===== src/rtl/gbf_multibank_rd_ctrl.sv =====
// GBF multi-bank read controller: streams bank words round-robin into requesting RF buffers (optional GBF_STALL_CNT_EN adds stall_cnt).
// Latency: rf_we/rf_w_addr/rd_bank_sel follow gbf_en by 1 cycle; rf_send_finish pulses 1 cycle after the last rf_we.
// Backpressure: reads stall in WAIT_BANK while the current bank is EMPTY; RFs are served only while rf_need_data is high.
module gbf_multibank_rd_ctrl #(
  parameter int NUM_BANK          = 2,
  parameter int NUM_RF            = 2,
  parameter int GBF_ADDR_BITWIDTH = 5,
  parameter int GBF_DEPTH         = 32,
  parameter int RF_ADDR_BITWIDTH  = 2,
  parameter int RF_DEPTH          = 4,
  parameter int REUSE_BITWIDTH    = 4,
  localparam int BANK_SEL_W       = $clog2(NUM_BANK)
) (
  input  logic                                      clk,
  input  logic                                      reset,
  input  logic                                      start,
  input  logic                                      finish,
  input  logic [REUSE_BITWIDTH-1:0]                 cfg_reuse,
  input  logic [NUM_BANK-1:0]                       bank_ready,
  input  logic [NUM_BANK*(GBF_ADDR_BITWIDTH+1)-1:0] bank_len,
  input  logic [NUM_RF-1:0]                         rf_need_data,
  output logic [NUM_BANK-1:0]                       bank_need_data,
  output logic [NUM_BANK-1:0]                       gbf_en,
  output logic [GBF_ADDR_BITWIDTH-1:0]              gbf_addr,
  output logic [BANK_SEL_W-1:0]                     rd_bank_sel,
  output logic [NUM_RF-1:0]                         rf_we,
  output logic [RF_ADDR_BITWIDTH-1:0]               rf_w_addr,
  output logic [NUM_RF-1:0]                         rf_send_finish,
  output logic                                      busy
`ifdef GBF_STALL_CNT_EN
  ,
  output logic [31:0]                               stall_cnt
`endif
);

  localparam int LEN_W    = GBF_ADDR_BITWIDTH + 1;
  localparam int RF_SEL_W = (NUM_RF > 1) ? $clog2(NUM_RF) : 1;

  typedef enum logic [1:0] {IDLE, ARB, READ, WAIT_BANK} state_t;

  state_t                       state;
  logic [NUM_BANK-1:0]          bank_full;
  logic [LEN_W-1:0]             bank_len_q [NUM_BANK];
  logic [BANK_SEL_W-1:0]        cur;
  logic [GBF_ADDR_BITWIDTH-1:0] rd_ptr;
  logic [REUSE_BITWIDTH-1:0]    pass_cnt;
  logic [REUSE_BITWIDTH-1:0]    reuse_q;
  logic [RF_SEL_W-1:0]          rr_ptr;
  logic [RF_SEL_W-1:0]          grant;
  logic [RF_ADDR_BITWIDTH-1:0]  word_cnt;
  logic [NUM_RF-1:0]            rf_mask;
  logic [NUM_RF-1:0]            last_q;

  logic                         rd_fire;
  logic [LEN_W-1:0]             cur_len;
  logic                         ptr_wrap;
  logic                         pass_done;
  logic                         bank_free;
  logic                         xfer_last;
  logic [BANK_SEL_W-1:0]        cur_nxt;
  logic                         arb_found;
  logic [RF_SEL_W-1:0]          arb_idx;

  assign rd_fire   = (state == READ);
  assign cur_len   = bank_len_q[cur];
  assign ptr_wrap  = rd_fire && ({1'b0, rd_ptr} == cur_len - 1'b1);
  assign pass_done = (pass_cnt == reuse_q - 1'b1);
  assign bank_free = ptr_wrap && pass_done;
  assign xfer_last = rd_fire && (word_cnt == RF_ADDR_BITWIDTH'(RF_DEPTH - 1));
  assign cur_nxt   = (cur == BANK_SEL_W'(NUM_BANK - 1)) ? '0 : cur + 1'b1;

  assign gbf_en         = rd_fire ? (NUM_BANK'(1) << cur) : '0;
  assign gbf_addr       = rd_ptr;
  assign busy           = (state != IDLE);
  assign bank_need_data = ~bank_full;

  // Round-robin search starting at rr_ptr over unmasked requesters.
  always_comb begin : arb
    int idx;
    idx       = 0;
    arb_found = 1'b0;
    arb_idx   = '0;
    for (int i = 0; i < NUM_RF; i++) begin
      idx = int'(rr_ptr) + i;
      if (idx >= NUM_RF) idx = idx - NUM_RF;
      if (!arb_found && rf_need_data[idx] && !rf_mask[idx]) begin
        arb_found = 1'b1;
        arb_idx   = RF_SEL_W'(idx);
      end
    end
  end

  always_ff @(posedge clk or negedge reset) begin
    if (!reset) begin
      state          <= IDLE;
      bank_full      <= '0;
      for (int b = 0; b < NUM_BANK; b++) bank_len_q[b] <= '0;
      cur            <= '0;
      rd_ptr         <= '0;
      pass_cnt       <= '0;
      reuse_q        <= '0;
      rr_ptr         <= '0;
      grant          <= '0;
      word_cnt       <= '0;
      rf_mask        <= '0;
      last_q         <= '0;
      rf_we          <= '0;
      rf_w_addr      <= '0;
      rd_bank_sel    <= '0;
      rf_send_finish <= '0;
    end else begin
      rf_we          <= '0;
      last_q         <= '0;
      rf_send_finish <= last_q;
      if (rd_fire) begin
        rf_we       <= NUM_RF'(1) << grant;
        rf_w_addr   <= word_cnt;
        rd_bank_sel <= cur;
        if (xfer_last) last_q <= NUM_RF'(1) << grant;
      end

      // A bank being freed is still FULL this cycle, so its bank_ready is dropped.
      for (int b = 0; b < NUM_BANK; b++) begin
        if (bank_ready[b] && !bank_full[b] &&
            bank_len[b*LEN_W +: LEN_W] != '0 &&
            bank_len[b*LEN_W +: LEN_W] <= LEN_W'(GBF_DEPTH)) begin
          bank_full[b]  <= 1'b1;
          bank_len_q[b] <= bank_len[b*LEN_W +: LEN_W];
        end
      end
      if (bank_free) bank_full[cur] <= 1'b0;

      // Mask from the end of a transfer so the same RF is not regranted before it drops its request.
      for (int r = 0; r < NUM_RF; r++) begin
        if (xfer_last && grant == RF_SEL_W'(r)) rf_mask[r] <= 1'b1;
        else if (!rf_need_data[r])             rf_mask[r] <= 1'b0;
      end

      case (state)
        IDLE: begin
          if (start) begin
            state   <= ARB;
            reuse_q <= (cfg_reuse == '0) ? REUSE_BITWIDTH'(1) : cfg_reuse;
          end
        end
        ARB: begin
          if (arb_found) begin
            grant    <= arb_idx;
            word_cnt <= '0;
            state    <= bank_full[cur] ? READ : WAIT_BANK;
          end
        end
        READ: begin
          if (ptr_wrap) begin
            rd_ptr <= '0;
            if (pass_done) begin
              pass_cnt <= '0;
              cur      <= cur_nxt;
            end else begin
              pass_cnt <= pass_cnt + 1'b1;
            end
          end else begin
            rd_ptr <= rd_ptr + 1'b1;
          end
          if (xfer_last) begin
            state  <= ARB;
            rr_ptr <= (grant == RF_SEL_W'(NUM_RF - 1)) ? '0 : grant + 1'b1;
          end else begin
            word_cnt <= word_cnt + 1'b1;
            if (bank_free && !bank_full[cur_nxt]) state <= WAIT_BANK;
          end
        end
        WAIT_BANK: begin
          if (bank_full[cur]) state <= READ;
        end
        default: state <= IDLE;
      endcase

      if (finish) begin
        state          <= IDLE;
        bank_full      <= '0;
        rf_mask        <= '0;
        rf_we          <= '0;
        last_q         <= '0;
        rf_send_finish <= '0;
        cur            <= '0;
        rd_ptr         <= '0;
        pass_cnt       <= '0;
        word_cnt       <= '0;
        rr_ptr         <= '0;
      end
    end
  end

`ifdef GBF_STALL_CNT_EN
  always_ff @(posedge clk or negedge reset) begin
    if (!reset) begin
      stall_cnt <= '0;
    end else if (state == IDLE && start) begin
      stall_cnt <= '0;
    end else if ((state == WAIT_BANK || (state == ARB && |rf_need_data && !bank_full[cur]))
                 && stall_cnt != '1) begin
      stall_cnt <= stall_cnt + 1'b1;
    end
  end
`endif

endmodule


===== config.mk =====
export PLATFORM = sky130hd
export DESIGN_NAME = gbf_multibank_rd_ctrl
export DESIGN_NICKNAME = d
export VERILOG_FILES = /design/src/rtl/gbf_multibank_rd_ctrl.sv
export SDC_FILE = /design/constraint.sdc
export NUM_CORES = 1
export LEC_CHECK = 0
export CAP_MARGIN = 0
export CORE_AREA = 2 2 81 83
export DETAILED_ROUTE_END_ITERATION = 6
export DIE_AREA = 0 0 83 85
export SYNTH_ARGS = -nofsm -noshare
export SYNTH_HDL_FRONTEND = slang
export SYNTH_SLANG_ARGS = --single-unit
export TNS_END_PERCENT = 1

===== constraint.sdc =====
create_clock -name clk -period 3.68 [get_ports clk]
set_input_delay 0.736 -clock clk [delete_from_list [all_inputs] [get_ports clk]]
set_output_delay 0.736 -clock clk [all_outputs]
set_load 0.05 [all_outputs]

==> Implementation_results.wiki, run 1 <==
{| class="wikitable"
! Metric !! Value
|-
| Result of the run || finished, final reports clean
|-
| Gr usage total || 15.5%
|-
| Timing-limited maximum frequency || 331 MHz
|-
| CTS buffer count || 5
|-
| I/O Pins || 41
|-
| Total count of max-transition violations in the final report || 0
|-
| Sequence of cells on the critical path || inv_1 -> nor2_1 -> clkdlybuf4s50_1
|-
| Cells after Synth || 235
|-
| Register bit total from synthesis || 45
|-
| DRC Markers || 0
|-
| Initial antenna violation count || 0
|-
| Top layer reached by signal wires || met4
|-
| Yosys Warn Count || 0
|-
| Final standard cell count with taps included and fillers excluded || 352
|-
| Maximum count of clock buffers along a single path || 2
|-
| Number of enable-type register cells in the synthesized netlist || 0
|-
| Count of endpoints failing hold in the final timing report || 0
|-
| Worst IR Drop VDD || ~0.28 mV
|-
| Post-placement worst setup slack || 0.880 ns
|-
| Width of the chip || slightly above 80 um
|-
| Number of placement rows || 29
|-
| Number of gates given a new drive strength after cts || 0
|-
| Net count of the mapped netlist || 264
|-
| Top library cells by usage in the layout, fill and taps aside || 45 x sky130_fd_sc_hd__dfrtp_1, 39 x sky130_fd_sc_hd__clkdlybuf4s50_1, 17 x sky130_fd_sc_hd__nand2_1
|-
| Unique masters post-synth || between 40 and 50
|-
| Post-synthesis cell type with the largest combined area || sky130_fd_sc_hd__dfrtp_1
|-
| Number of inserted diodes || 0
|-
| Path type of the worst setup path || register to output pin
|-
| Delay contributed by the slowest stage of the critical path || 0.83 ns
|-
| Overflow left after global routing || 0
|-
| Family of cells with the greatest summed delay on the critical path || buffers and inverters
|-
| Number of port buffers || 40
|-
| Count of buffering cells on the critical path with inverters included || 2
|-
| Fraction of layout instances using a drive strength above 1 || 11.3%
|-
| Util after Layout || 47.8%
|-
| Lkg Pwr || 1.25 nW
|-
| Wire length on met2 || 2240 um
|-
| Relative slew slack || 32.8%
|-
| Worst endpoint data arrival time || 2.29 ns
|-
| Antenna-violating nets left || 0
|-
| Post-synthesis sequential area ratio || 47.2%
|-
| Setup ws final || 0.657 ns
|-
| Number of H-tree levels || 2
|-
| First-pass GRT wire length || 8870 um
|-
| Initial detailed-routing violation count || 109
|-
| Cell area after synthesis || ~2400 um2
|-
| Number of placed instances, taps included || 344
|-
| P&R area growth vs syn || 24.2%
|-
| Total wire length || 5100 um
|-
| Cell with the biggest individual delay on the critical path || sky130_fd_sc_hd__clkdlybuf4s50_1
|-
| Final period util || 82.1%
|-
| Number of clock sinks || 45
|-
| Critical-path maximum fanout || 16
|-
| Post-DR wirelength/cell || ~14 um
|-
| Die area || 7060 um2
|-
| Routability congestion estimate from global placement || 0.768
|-
| RSZ-0062 raised after global routing || no
|-
| Total power || 1.53 mW
|-
| Total of max-cap violations || 0
|-
| Die height || about 85 um
|-
| Largest net degree at the start of global routing || 46
|-
| Most frequent standard cell in the layout excluding fill and tap cells || sky130_fd_sc_hd__dfrtp_1
|-
| Worst hold path class || register to register
|-
| Drt via density || approximately 5.3
|-
| Via total after detailed routing || 1872
|-
| Minimum clock period || 3.02 ns
|-
| WL met3 || 177 um
|-
| Floorplan Core Area || 6200 um2
|-
| Starting density of the core || approximately 38%
|-
| Setup-violating endpoint count in the final report || 0
|-
| Power density over cell area || 517 nW/um2
|-
| Required time worst endpoint || 2.94 ns
|-
| Hold buffer count at CTS || 0
|-
| Clock network latency to the later pin of the worst-skew pair || 0.30 ns
|-
| Via count of the first global-routing pass || 1797
|-
| Tightest Pin Transition || ~1.0 ns
|-
| Number of setup buffers added after CTS || 0
|-
| Sum of net half-perimeters after detailed placement || 3690 um
|-
| Nets || 303
|-
| CTS tree || built
|-
| Clock skew after layout || about 0.0047 ns
|-
| Portion of synthesized cell area occupied by the leading cell type || 47.2%
|-
| Main flop type after synthesis || sky130_fd_sc_hd__dfrtp_1
|-
| Root Driver || sky130_fd_sc_hd__clkbuf_8
|-
| Type of element launching the critical path || register
|-
| Async set-or-reset flop fraction in the synthesized netlist || 100%
|-
| Total negative slack || 0 ns
|-
| Total routed wire length on the met1 layer || around 2600 um
|-
| Post-Synthesis Mean Instance Area || 10.1 um2
|-
| Iteration count of the initial detailed-routing pass || 4
|-
| Synth area leaders || sky130_fd_sc_hd__dfrtp_1 47%, sky130_fd_sc_hd__mux2_2 7.1%, sky130_fd_sc_hd__xnor2_1 4.0%
|-
| Clock-pin slew reported for the worst setup and hold paths after clock tree synthesis || ~0.08 ns
|-
| Critical path endpoint category || output pin
|}
-- cells by family after synthesis --
logic type | count (synthesis) | share of synthesized area (%)
AOI/OAI and AO/OA | 45 | 13.5
xor gates and xnor gates | 14 | 5.14
buffers and inverters | 22 | 3.93
DFF | 45 | 47.2
adders and majority gates | 5 | 2.62
muxes | 22 | 10.5
and+or+nand+nor | 82 | 17.1
-- synthesized netlist by cell type, drive strengths merged, types with 3 or more instances --
cell type / instances
nand2: 17
a31oi: 3
mux2i: 7
and3: 5
nor4: 6
ha: 5
xnor2: 11
o21a: 4
a21oi: 7
a41o: 3
dfrtp: 45
mux2: 15
o21ai: 10
clkbuf: 9
inv: 11
nand3: 7
a31o: 3
xor2: 3
nor2: 17
nor3: 15
nor2b: 6
-- layer usage --
metal	track usage, %	vias up
met5	0	-
met1	21.9	910
met2	23.6	36
li1	-	921
met4	4.92	0
met3	3.99	5
-- report_power, final --
part / total [mW] / internal [mW] / switching (mW)
registers: 0.654 / 0.570 / 0.0845
logic: 0.491 / 0.223 / 0.269
clock network: 0.386 / 0.221 / 0.164
total: 1.53 / 1.01 / 0.518
-- path summary, 6_finish.rpt --
path                       cells past startpoint       from           endpoint  slack, ns
max in group asynchronous                      1      reset     bank_len_q[10]       2.45
max reg2reg                                    7        cur        gbf_addr[4]       0.87
min reg2reg                                    1  last_q[1]  rf_send_finish[1]       0.46
min                                            1  last_q[1]  rf_send_finish[1]       0.46
max                                            3        cur          gbf_en[1]       0.66
min in group asynchronous                      1      reset      bank_len_q[1]       0.61
-- stage by stage --
stage | area [um2] | hold slack [ns]
final | 2960 | 0.461
after global routing | 2960 | 0.491
after CTS | 2960 | 0.468
after detailed placement | 2850 | 0.448
after global placement | 2850 | 0.449
after floorplan | 2380 | 0.439
-- flip-flops by register name, indices dropped and copies added, names as in the netlist, 4 cells and up --
name        count
reuse_q         4
pass_cnt        4
bank_len_q     12
gbf_addr        5
-- cell type report --
class,count,area (um2)
inverters,11,41.3
clock buffers,7,86.3
well taps,77,96.3
flip-flops and latches,45,1130
multi-input cells,168,1160
repair buffers,43,418
clock inverters,1,30.0
fillers,575,3240
(Power assumes the default switching activity.)
==> inputs of run 2 (changes only) <==
Clock period 3.68 ns to 2.8 ns, I/O delays scaled along.
==> run 2 against run 1 <==
Effect of this change:
- via count increased by 0.21%
- clock power decreased by 5%
- sequential share of layout area decreased by 0.29 points
- worst setup slack got worse by 0.45 ns
- critical endpoint is now pass_cnt[2]
- sequential power increased by 30%
- critical path type is now register to register
- cell area increased by 0.76%
==> Implementation_results.wiki, run 2 (same netlist as run 1, synthesis figures left out) <==
{| class="wikitable"
! Metric !! Value
|-
| Result of the run || finished, final reports clean
|-
| Overflow left after global routing || 0 (unchanged)
|-
| Maximum count of clock buffers along a single path || 2 (unchanged)
|-
| Largest Register || bank_len_q
|-
| Worst hold path class || primary input to asynchronous set/reset pin
|-
| Relative slew slack || 66.2% (+33 points)
|-
| Util after Layout || 48.1% (+0.36 points)
|-
| Minimum clock period || ~2.6 ns
|-
| Iteration count of the initial detailed-routing pass || 4 (unchanged)
|-
| First-pass GRT wire length || 9320 um (+5.1%)
|-
| Critical-path maximum fanout || 9 (-7)
|-
| Via count of the first global-routing pass || 1933 (+7.6%)
|-
| Total wire length || 5420 um (+6.3%)
|-
| Power density over cell area || 636 nW/um2 (+23%)
|-
| Timing-limited maximum frequency || 386 MHz
|-
| Number of clock sinks || 45 (unchanged)
|-
| Top library cells by usage in the layout, fill and taps aside || 45 x sky130_fd_sc_hd__dfrtp_1, 38 x sky130_fd_sc_hd__clkdlybuf4s50_1, 17 x sky130_fd_sc_hd__nand2_1
|-
| Die area || 7060 um2 (unchanged)
|-
| Nets || 312 (+3.0%)
|-
| Initial antenna violation count || 0 (unchanged)
|-
| Largest net degree at the start of global routing || 32 (-30%)
|-
| Type of element launching the critical path || register
|-
| Critical path endpoint category || register
|-
| Tightest Pin Transition || 0.506 ns (-0.502 ns)
|-
| Via total after detailed routing || 1876 (+0.21%)
|-
| Routability congestion estimate from global placement || 0.758 (-1.3%)
|-
| CTS buffer count || 5 (unchanged)
|-
| Clock-pin slew reported for the worst setup and hold paths after clock tree synthesis || 0.08 ns (about the same)
|-
| Total of max-cap violations || 0 (unchanged)
|-
| Number of H-tree levels || 2 (unchanged)
|-
| Die height || 85 um (unchanged)
|-
| Most frequent standard cell in the layout excluding fill and tap cells || sky130_fd_sc_hd__dfrtp_1
|-
| Lkg Pwr || 1.28 nW (+2.3%)
|-
| Minimum setup slack among reg-to-reg paths || 0.21 ns (-0.66 ns)
|-
| P&R area growth vs syn || 25.2%
|-
| Width of the chip || 83 um (unchanged)
|-
| Number of gates given a new drive strength after cts || 0 (unchanged)
|-
| Setup-violating endpoint count in the final report || 0 (unchanged)
|-
| Clock skew after layout || 0.00404 ns (-0.000705 ns)
|-
| Initial detailed-routing violation count || 151 (+39%)
|-
| Count of endpoints failing hold in the final timing report || 0 (unchanged)
|-
| Number of port buffers || 40 (unchanged)
|-
| Starting density of the core || 38.4% (unchanged)
|-
| Hold buffer count at CTS || 0 (unchanged)
|-
| Floorplan Core Area || 6200 um2 (unchanged)
|-
| Total count of max-transition violations in the final report || 0 (unchanged)
|-
| Number of placement rows || 29 (unchanged)
|-
| Final period util || 92.4%
|-
| I/O Pins || 41 (unchanged)
|-
| Post-DR wirelength/cell || 15.1 um (+4.2%)
|-
| Number of fill cells || 584 (+1.6%)
|-
| Number of inserted diodes || 0 (unchanged)
|-
| Root Driver || sky130_fd_sc_hd__clkbuf_8
|-
| Setup ws final || 0.212 ns (-0.445 ns)
|-
| Fraction of layout instances using a drive strength above 1 || 14.2% (+2.9 points)
|-
| RSZ-0062 raised after global routing || no
|-
| Gr usage total || 16.1% (+0.55 points)
|-
| Antenna-violating nets left || 0 (unchanged)
|-
| Number of setup buffers added after CTS || 0 (unchanged)
|-
| Total power || 1.90 mW (+24%)
|-
| DRC Markers || 0 (unchanged)
|-
| Worst endpoint data arrival time || 2.77 ns (+0.48 ns)
|-
| Drt via density || 5.23 (-1.7%)
|-
| CTS tree || built
|-
| Total negative slack || 0 ns (unchanged)
|-
| Post-placement worst setup slack || 0.174 ns (-0.706 ns)
|-
| Clock network latency to the later pin of the worst-skew pair || 0.28 ns (-0.02 ns)
|-
| Max reg flops || 12 (unchanged)
|-
| Required time worst endpoint || 2.98 ns (+0.04 ns)
|-
| Reg-to-Reg Start || cur
|-
| Origin of the worst setup path || cur
|-
| Path type of the worst setup path || register to register
|-
| Worst IR Drop VDD || 0.318 mV (+14%)
|-
| Sum of net half-perimeters after detailed placement || 4020 um (+8.8%)
|}
==> run 2: cell count changes in the layout (fill, tap and decap cells not counted), sizes merged <==
cell	before	now
buf	4	14
bufinv	1	0
clkbuf	7	5
clkdlybuf4s50	39	38
clkinv	0	1
==> run 2: through the flow <==
step / instance area, um2 / hold WS, ns / cells
finish: 2990 / 0.176 / 359
global route: 2990 / 0.200 / 359
CTS: 2990 / 0.186 / 359
detailed placement: 2910 / 0.459 / 353
global placement: 2910 / 0.447 / 353
floorplan: 2380 / 0.264 / 235
==> run 2: final timing paths <==
path | to | cells after the start
worst max-delay path | pass_cnt[2] | 6
worst min-delay path | reuse_q[1] | 1
worst max register to register | pass_cnt[2] | 6
worst min register to register | rf_send_finish[1] | 1
max in group asynchronous | state[1] | 2
min in group clk | rf_send_finish[1] | 1
==> run 2: final cells by class <==
cell class | count | area (um2) | share of cell area (%)
clock buffers | 5 | 68.8 | 2.31
clock inverters | 1 | 5.00 | 0.168
inverters | 11 | 41.3 | 1.38
multi-input cells | 168 | 1160 | 39.0
flip-flops and latches | 45 | 1130 | 37.7
well taps | 77 | 96.3 | 3.23
repair buffers | 52 | 483 | 16.2
==> run 2: metal layers <==
metal  wire [um]  global-route usage (%)
met4          41                    4.32
met2        2430                    24.6
met5           0                       0
met3         189                    2.63
met1        2760                    23.7
==> run 2: worst max-delay path: stages (launching register included) <==
cell                      delay (ns)
sky130_fd_sc_hd__dfrtp_1        0.60
sky130_fd_sc_hd__mux2i_4        0.32
sky130_fd_sc_hd__xnor2_1        0.10
sky130_fd_sc_hd__or3_1          0.40
sky130_fd_sc_hd__a221o_1        0.48
sky130_fd_sc_hd__o311a_1        0.38
sky130_fd_sc_hd__a41o_1         0.20
==> run 2: power by group <==
group	switching, mW	internal (mW)	total, mW
clock network	0.203	0.165	0.368
logic	0.372	0.309	0.680
registers	0.101	0.749	0.850
==> inputs of run 3 (changes only) <==
Settings changed: CORE_AREA 2 2 81 83 to 2 2 76 78, DIE_AREA 0 0 83 85 to 0 0 78 80, PLACE_DENSITY set to 0.68, TNS_END_PERCENT 1 to not set.
==> run 3 against run 2 <==
Effect of this change:
- flip-flop and latch count did not move
- clock-buffer cell count did not move
- die area shrank 12%
- worst setup slack gained 0.043 ns
- routed wire length decreased by 4.3%
- non-clock buffer count decreased by 1
==> Implementation_results.wiki, run 3 (same netlist as run 1, synthesis figures left out) <==
{| class="wikitable"
! Metric !! Value
|-
| Result of the run || finished, final reports clean
|-
| Count of buffering cells on the critical path with inverters included || 2 (+2)
|-
| Total power || 1.90 mW (-0.16%)
|-
| Sum of net half-perimeters after detailed placement || 3850 um (-4.0%)
|-
| Worst IR Drop VDD || 0.332 mV (+4.6%)
|-
| Worst endpoint data arrival time || 1.98 ns (-0.79 ns)
|-
| Starting density of the core || 44.1% (+5.7 points)
|-
| Delay contributed by the slowest stage of the critical path || 0.82 ns (+0.22 ns)
|-
| Via count of the first global-routing pass || 1865 (-3.5%)
|-
| Number of setup buffers added after CTS || 0 (unchanged)
|-
| Number of placement rows || 27 (-6.9%)
|-
| Relative slew slack || 66.2% (+0.085 points)
|-
| Sequence of cells on the critical path || buf_4 -> nor2_1 -> clkdlybuf4s50_1
|-
| Total wire length || 5190 um (-4.3%)
|-
| Initial antenna violation count || 0 (unchanged)
|-
| Clock network latency to the later pin of the worst-skew pair || 0.29 ns (about the same)
|-
| Number of placed instances, taps included || 347 (-1.7%)
|-
| Overflow left after global routing || 0 (unchanged)
|-
| Antenna-violating nets left || 0 (unchanged)
|-
| Lkg Pwr || 1.27 nW (-0.43%)
|-
| Via total after detailed routing || 1899 (+1.2%)
|-
| Path type of the worst setup path || register to output pin
|-
| Floorplan Core Area || 5410 um2 (-13%)
|-
| Share of total power in the clock network || 19.2% (-0.2 points)
|-
| Tightest Pin Transition || 0.505 ns (-0.00128 ns)
|-
| Util after Layout || 55.0% (+6.9 points)
|-
| Logic pwr share || 36.0% (+0.2 points)
|-
| Die area || 6240 um2 (-12%)
|-
| Total of max-cap violations || 0 (unchanged)
|-
| Width of the chip || 78 um (-6.0%)
|-
| Count of endpoints failing hold in the final timing report || 0 (unchanged)
|-
| CTS buffer count || 5 (unchanged)
|-
| Most frequent standard cell in the layout excluding fill and tap cells || sky130_fd_sc_hd__dfrtp_1
|-
| DRC Markers || 0 (unchanged)
|-
| Fraction of layout instances using a drive strength above 1 || 13.9% (-0.31 points)
|-
| Total negative slack || 0 ns (unchanged)
|-
| Gr usage total || 18.5% (+2.4 points)
|-
| Die height || 80 um (-5.9%)
|-
| Hold WS || 0.189 ns (+0.0133 ns)
|-
| Reported net switching power || 673 uW (-0.48%)
|-
| Post-placement worst setup slack || 0.182 ns (+0.00782 ns)
|-
| Number of fill cells || 495 (-15%)
|-
| Nets || 311 (-0.32%)
|-
| Number of clock sinks || 45 (unchanged)
|-
| Final period util || 90.9% (-1.5 points)
|-
| Family of cells with the greatest summed delay on the critical path || buffers and inverters
|-
| Hold buffer count at CTS || 0 (unchanged)
|-
| Root Driver || sky130_fd_sc_hd__clkbuf_8
|-
| Critical path endpoint category || output pin
|-
| Max reg flops || 12 (unchanged)
|-
| Internal power contribution || 1.22 mW (about the same)
|-
| Routability congestion estimate from global placement || 0.828 (+9.2%)
|-
| Minimum clock period || 2.54 ns (-0.0433 ns)
|-
| Clock skew after layout || 0.00387 ns (-0.000168 ns)
|-
| CTS tree || built
|-
| Iteration count of the initial detailed-routing pass || 4 (unchanged)
|-
| Number of H-tree levels || 2 (unchanged)
|-
| Clock-pin slew reported for the worst setup and hold paths after clock tree synthesis || 0.07 ns (about the same)
|-
| Final non-filler cell area || 2970 um2 (-0.46%)
|-
| First-pass GRT wire length || 9030 um (-3.2%)
|-
| Register share of total power || 44.9% (about the same)
|-
| Number of inserted diodes || 0 (unchanged)
|-
| Critical-path maximum fanout || 9 (unchanged)
|-
| P&R area growth vs syn || 24.6%
|-
| Switching portion of total power || 35.5% (-0.11 points)
|-
| Maximum count of clock buffers along a single path || 2 (unchanged)
|-
| Top library cells by usage in the layout, fill and taps aside || 45 x sky130_fd_sc_hd__dfrtp_1, 38 x sky130_fd_sc_hd__clkdlybuf4s50_1, 17 x sky130_fd_sc_hd__nand2_1
|-
| Power density over cell area || 638 nW/um2 (+0.30%)
|-
| I/O Pins || 41 (unchanged)
|-
| Initial detailed-routing violation count || 111 (-26%)
|-
| Drt via density || 5.38 (+2.9%)
|-
| Timing-limited maximum frequency || 393 MHz (+1.7%)
|-
| Worst hold path class || primary input to asynchronous set/reset pin
|-
| Total count of max-transition violations in the final report || 0 (unchanged)
|-
| Cell with the biggest individual delay on the critical path || sky130_fd_sc_hd__clkdlybuf4s50_1
|-
| Number of gates given a new drive strength after cts || 0 (unchanged)
|-
| Setup-violating endpoint count in the final report || 0 (unchanged)
|-
| Setup ws final || 0.255 ns (+0.0433 ns)
|-
| Final standard cell count with taps included and fillers excluded || 353 (-1.7%)
|-
| Area of placed instances || 2900 um2 (-0.47%)
|-
| Required time worst endpoint || 2.24 ns (-0.74 ns)
|-
| Number of port buffers || 40 (unchanged)
|-
| RSZ-0062 raised after global routing || no
|-
| Type of element launching the critical path || register
|-
| Post-DR wirelength/cell || 14.7 um (-2.7%)
|-
| Largest net degree at the start of global routing || 29 (-9.4%)
|-
| Largest Register || bank_len_q
|}
[run 3: cell count changes in the layout (fill, tap and decap cells not counted), sizes merged]
cell | previous run | this run
buf | 14 | 13
[run 3: worst paths after layout]
| kind | from | to | slack [ns] | depth (start not counted) |
|---|---|---|---|---|
| worst max-delay path | cur | gbf_en[0] | 0.26 | 3 |
| worst min-delay path | reset | bank_len_q[9] | 0.19 | 1 |
| worst max register to register | cur | pass_cnt[2] | 0.28 | 6 |
| worst min register to register | last_q[1] | rf_send_finish[1] | 0.46 | 1 |
| max in group asynchronous | reset | rf_we[1] | 1.90 | 2 |
| min in group clk | last_q[1] | rf_send_finish[1] | 0.46 | 1 |
[run 3: worst register-to-register path: cells and delay by family (launching register included)]
family	cells	cell delay, ns
DFF	1	0.56
muxes	1	0.32
xor gates and xnor gates	1	0.10
AOI/OAI and AO/OA	3	1.04
and+or+nand+nor	1	0.39
[run 3: routing by layer]
metal,vias to the layer above,global-route usage [%],share of wire (%)
met4,0,6.32,1.4
met2,54,27.8,44
met5,-,0,0
met1,900,26.5,50
met3,8,3.85,4.2
li1,937,-,-
[run 3: power groups by stage]
| stage | Clock, mW | Combinational [mW] | Sequential (mW) |
|---|---|---|---|
| after floorplan | 0 | 0.429 | 0.885 |
| after global placement | 0 | 0.671 | 0.859 |
| after detailed placement | 0 | 0.680 | 0.863 |
| after CTS | 0.381 | 0.686 | 0.851 |
| after global routing | 0.404 | 0.749 | 0.868 |
| final | 0.363 | 0.682 | 0.850 |
[run 3: final cells by class]
type	count	area (um2)	area share [%]
clock inverters	1	5.00	0.168
well taps	72	90.1	3.03
multi-input cells	168	1160	39.2
clock buffers	5	68.8	2.32
inverters	11	41.3	1.39
flip-flops and latches	45	1130	37.9
repair buffers	51	475	16.0
